===== src/rtl/alsu_arbiter.sv =====
// Shares one ALSU between two valid/ready requesters, tags in-flight ops, returns results as rsp pulses.
// Latency: accept in cycle T -> rsp_valid in T+LATENCY+1; 1 op/cycle, responses in acceptance order.
// Backpressure: reqN_ready only in RUN and only for the granted side; responses cannot be stalled.
module alsu_arbiter #(
    parameter int    LATENCY    = 2,
    parameter int    RST_CYCLES = 2,
    parameter string ARB_MODE   = "RR"
) (
    input  logic        clk,
    input  logic        rst,
    input  logic        req0_valid,
    output logic        req0_ready,
    input  logic [2:0]  req0_a,
    input  logic [2:0]  req0_b,
    input  logic [2:0]  req0_opc,
    input  logic [6:0]  req0_ctrl,
    input  logic        req1_valid,
    output logic        req1_ready,
    input  logic [2:0]  req1_a,
    input  logic [2:0]  req1_b,
    input  logic [2:0]  req1_opc,
    input  logic [6:0]  req1_ctrl,
    output logic        rsp_valid,
    output logic        rsp_id,
    output logic [5:0]  rsp_data,
    output logic [2:0]  alsu_A,
    output logic [2:0]  alsu_B,
    output logic [2:0]  alsu_opc,
    output logic [6:0]  alsu_ctrl,
    output logic        alsu_rst,
    input  logic [5:0]  alsu_out,
    output logic        busy,
    output logic [15:0] op_count
);

    localparam bit         FIXED_PRIO = (ARB_MODE == "REQ0");
    localparam logic [3:0] RST_LOAD   = 4'(RST_CYCLES);

    typedef enum logic {ST_RESET, ST_RUN} state_t;

    state_t             state;
    logic [3:0]         rst_cnt;
    logic               rr_ptr;
    logic [LATENCY-1:0] tag_vld;
    logic [LATENCY-1:0] tag_id;
    logic               grant_vld;
    logic               grant_id;

    always_comb begin
        grant_vld = 1'b0;
        grant_id  = 1'b0;
        if (state == ST_RUN) begin
            if (req0_valid && req1_valid) begin
                grant_vld = 1'b1;
                grant_id  = FIXED_PRIO ? 1'b0 : rr_ptr;
            end else if (req0_valid) begin
                grant_vld = 1'b1;
            end else if (req1_valid) begin
                grant_vld = 1'b1;
                grant_id  = 1'b1;
            end
        end
    end

    assign req0_ready = grant_vld && !grant_id;
    assign req1_ready = grant_vld && grant_id;

    // Non-transfer cycles drive an all-zero bundle so the ALSU output decays to 0.
    always_comb begin
        alsu_A    = '0;
        alsu_B    = '0;
        alsu_opc  = '0;
        alsu_ctrl = '0;
        if (grant_vld) begin
            if (grant_id) begin
                alsu_A    = req1_a;
                alsu_B    = req1_b;
                alsu_opc  = req1_opc;
                alsu_ctrl = req1_ctrl;
            end else begin
                alsu_A    = req0_a;
                alsu_B    = req0_b;
                alsu_opc  = req0_opc;
                alsu_ctrl = req0_ctrl;
            end
        end
    end

    assign busy = (|tag_vld) || rsp_valid;

    // The response register acts as the final tag stage, so tag_vld[LATENCY-1]
    // lines up with the ALSU result of that op being present on alsu_out.
    always_ff @(posedge clk) begin
        if (!rst) begin
            state    <= ST_RESET;
            rst_cnt  <= RST_LOAD;
            alsu_rst <= 1'b1;
            rsp_valid <= 1'b0;
            rsp_id   <= 1'b0;
            rsp_data <= '0;
            tag_vld  <= '0;
            tag_id   <= '0;
            rr_ptr   <= 1'b0;
            op_count <= '0;
        end else begin
            if (state == ST_RESET) begin
                if (rst_cnt <= 4'd1) begin
                    state    <= ST_RUN;
                    alsu_rst <= 1'b0;
                    rst_cnt  <= '0;
                end else begin
                    rst_cnt <= rst_cnt - 4'd1;
                end
            end

            tag_vld[0] <= grant_vld;
            tag_id[0]  <= grant_id;
            for (int i = 1; i < LATENCY; i++) begin
                tag_vld[i] <= tag_vld[i-1];
                tag_id[i]  <= tag_id[i-1];
            end

            if (grant_vld) begin
                rr_ptr   <= ~grant_id;
                op_count <= op_count + 16'd1;
            end

            if (tag_vld[LATENCY-1]) begin
                rsp_valid <= 1'b1;
                rsp_id    <= tag_id[LATENCY-1];
                rsp_data  <= alsu_out;
            end else begin
                rsp_valid <= 1'b0;
            end
        end
    end

endmodule


===== config.mk =====
export PLATFORM = sky130hd
export DESIGN_NAME = alsu_arbiter
export DESIGN_NICKNAME = d
export VERILOG_FILES = /design/src/rtl/alsu_arbiter.sv
export SDC_FILE = /design/constraint.sdc
export NUM_CORES = 1
export LEC_CHECK = 0
export BUFFER_PORTS_ARGS = -buffer_cell sky130_fd_sc_hd__buf_4
export CAP_MARGIN = 15
export CORE_MARGIN = 1.5
export CORE_UTILIZATION = 40
export CTS_CLUSTER_SIZE = 30
export DETAILED_ROUTE_END_ITERATION = 10
export PLACE_DENSITY = 0.72
export SLEW_MARGIN = 20
export SYNTH_ARGS = -nofsm -noshare
export SYNTH_HDL_FRONTEND = slang
export SYNTH_SLANG_ARGS = --single-unit

===== constraint.sdc =====
create_clock -name clk -period 1.95 [get_ports clk]
set_input_delay 0.2925 -clock clk [delete_from_list [all_inputs] [get_ports clk]]
set_output_delay 0.2925 -clock clk [all_outputs]
set_load 0.01 [all_outputs]

==> run_results.csv <==
group,metric,value,unit
status,status,"finished, final reports clean",
synthesis,synth_seq_cells,35,
critical_path,endpoint_kind,"output pin",
global_routing,grt_pass1_wl,6260,µm
clock_tree,htree_levels,2,
global_routing,overflow,0,
routing,via_count,1607,
layout,syn_to_final_growth,54.3,%
routing,drtPass1Iterations,4,
clock_tree,cts_sinks,35,
die,rows,22,
placement,place_hpwl,2930,µm
routing,vias_per_cell,5.10,
synthesis,netlist_top_cells_area,"dfxtp_1 (44%), nor2_1 (7.1%), mux2i_1 (6.9%), a22o_1 (6.6%), xnor2_1 (3.8%)",
sta,finClkSkew,0.00709,ns
critical_path,critPathMaxFanout,13,
routing,wire_per_inst,12.5,µm
sta,whs,0.222,ns
die,die_w,66.1,µm
synthesis,synthFlopType,"dfxtp_1",
layout,drive_above_1_share,0.397,
clock_tree,clk_pin_slew_worst_paths,0.07,ns
layout,nFillCells,360,
critical_path,cp_slowest_stage_delay,0.38,ns
sta,max_slew_margin,0.710,
critical_path,r2r_start,"op_count[2]",
routing,antenna_left,0,
critical_path,reg2reg_slack,0.23,ns
sta,fmax,545,MHz
pwr,internal_power,0.00159,W
synthesis,synth_common_cells,"dfxtp_1 (35), nor2_1 (30), a22o_1 (12), nand2_1 (12), mux2i_1 (11)",
critical_path,crit_chain,"nand2_1 -> a21oi_2 -> buf_6 -> buf_12 -> a22o_1 -> buf_4",
sta,tns,0,ns
clock_tree,clk_latency,0.29,ns
synthesis,async_flop_share,0,
layout,ff_latch_area,702,µm²
synthesis,synth_top_cell_area_share,0.440,
clock_tree,holdBufCountCts,0,
layout,multiInputGateArea,848,µm²
flow_run,maxCapViolCount,0,
layout,antenna_cells,0,
global_routing,track_usage,0.187,
die,initial_core_util,0.425,
sta,setup_viol,0,
critical_path,crit_slowest_cell,"dfxtp_2",
synthesis,syn_area_per_cell,9.10,µm²
worst_hold_path,whs_path_depth,2,
routing,drtIter0Drc,81,
synthesis,ys_types,34,
synthesis,ys_seq_area_frac,0.440,
pwr,clock_power_share,0.299,
pwr,finalPower,0.00224,W
pwr,powerDensity,913,mW/mm²
placement,io_buffers,85,
synthesis,synth_edf_count,0,
critical_path,cp.arrival,1.54,ns
pwr,power_frac_comb,0.309,
routing,wl,3940,µm
pwr,swShare,0.291,
clock_tree,cts.path.max_buffers,2,
worst_hold_path,hp-class,"input port to flip-flop",
critical_path,path_class,"flip-flop to output pin",
layout,final_nets,311,
sta,hold_violations,0,
sta,fin_crit,1.84,ns
sta,rsz0062_at_grt,"false",
critical_path,critPathLaunchType,"flip-flop",
synthesis,yosysWarnings,0,
global_routing,antenna_found_initial,0,
die,dieArea,0.00437,mm²
clock_tree,numCtsBuffers,5,
synthesis,yosysMostFrequentCell,"dfxtp_1",
global_routing,first_global_vias,1453,
placement,gp_congestion,0.741,
sta,worst_pin_slew,0.435,ns
sta,maxSlewViolCount,0,
synthesis,yosys.area.top_type,"dfxtp_1",
clock_tree,cts_tree,"built",
synthesis,syn_nets,220,
synthesis,netlist_area,0.00159,mm²
clock_tree,root_buffer,"clkbuf_8",
sta,post-route-period-util,0.941,
global_routing,grt_max_degree,20,
worst_hold_path,min_from,"rst",
critical_path,rr_worst_depth,4,
synthesis,syn-instance-count,175,
pwr,p_seq_frac,0.391,
die,ioPinCount,86,
routing,post-route-drc-count,0,
critical_path,regToRegEndpoint,"op_count[15]",
pwr,ir_worst_vdd,0.422,mV
pwr,power.net_switching,0.000654,W
worst_hold_path,holdPathEnd,"alsu_rst",
pwr,power.leakage,1.10,nW
critical_path,cp.required,1.66,ns
die,coreArea,0.00374,mm²
die,fp.dieH,66.1,µm
registers in the layout, summed over array words and instances, names as in the netlist:
register	cells
rsp_data	6
rsp_valid	1
alsu_rst	1
tag_id	2
rsp_id	1
tag_vld	2
state	1
rr_ptr	1
op_count	16
rst_cnt	4
metrics by stage:
step / cells / worst slack, ns / cell area (µm²) / util
global route: 315 / 0.0105 / 2460 / 0.656
CTS: 313 / 0.0209 / 2420 / 0.646
global placement: 305 / 0.146 / 2300 / 0.614
finish: 315 / 0.114 / 2460 / 0.656
detailed placement: 305 / 0.131 / 2300 / 0.614
floorplan: 175 / 0.302 / 1590 / -
timing repair:
action | CTS | global route
endpoints found under the setup margin | 13 | 16
buffers inserted | 0 | 2
resized for setup | 1 | 3
endpoints found under the hold margin | 0 | 0
cell families (layout without fill, tap and decap cells):
group / Yosys count / after routing / share of synthesized area
AO/OA/AOI/OAI: 29 / 29 / 0.140
XOR/XNOR: 14 / 14 / 0.0770
adder cells (fa/ha/maj): 3 / 3 / 0.0236
buffers and inverters: 13 / 105 / 0.0346
flip-flops: 35 / 35 / 0.440
multiplexers: 11 / 11 / 0.0691
AND/OR/NAND/NOR: 70 / 70 / 0.216
cells in the final DEF, fill, tap and decap left out, drive strengths merged, types with 5 or more instances in the layout:
master / netlist / layout
clkbuf: 2 / 6
and2: 5 / 5
xor2: 7 / 7
mux2i: 11 / 11
buf: 7 / 93
nor2: 30 / 30
a22o: 12 / 12
dfxtp: 35 / 35
nand2: 12 / 12
xnor2: 7 / 7
a21oi: 6 / 6
nand4: 5 / 5
power groups by stage:
| stage | logic (W) | clock network [W] | registers [W] |
|---|---|---|---|
| floorplan | 0.000379 | 0 | 0.000881 |
| CTS | 0.000678 | 0.000680 | 0.000877 |
| global route | 0.000769 | 0.000717 | 0.000888 |
| detailed placement | 0.000666 | 0 | 0.000892 |
| global placement | 0.000657 | 0 | 0.000890 |
| finish | 0.000694 | 0.000671 | 0.000878 |
per-layer routing:
layer / part of all wire / wire length [µm] / track usage
met3: 0.091 / 358 / 0.0630
met2: 0.48 / 1880 / 0.320
met5: 0 / 0 / 0
met4: 0.017 / 67 / 0.0765
met1: 0.41 / 1630 / 0.211
layout make-up:
class	instances	share of cell area
tap	48	0.0244
sequential	35	0.286
clock inverter	2	0.0143
clock buffer	6	0.0336
inverter	4	0.00611
timing repair buffer	93	0.291
multi-input combinational	127	0.345
worst max-delay path by stage:
| stage | slack, ns | endpoint | startpoint |
|---|---|---|---|
| floorplan | 0.30 | alsu_A[0] | state |
| global placement | 0.15 | alsu_ctrl[0] | req1_valid |
| detailed placement | 0.13 | alsu_B[1] | req1_valid |
| CTS | 0.02 | alsu_ctrl[6] | state |
| global route | 0.01 | alsu_B[0] | state |
| finish | 0.11 | alsu_B[1] | state |
critical path: cells and delay by family (launching register included):
family / cells / cell delay [ns]
AO/OA/AOI/OAI: 2 / 0.36
buffers and inverters: 3 / 0.44
flip-flops: 1 / 0.38
AND/OR/NAND/NOR: 1 / 0.08
(Power assumes the default switching activity.)
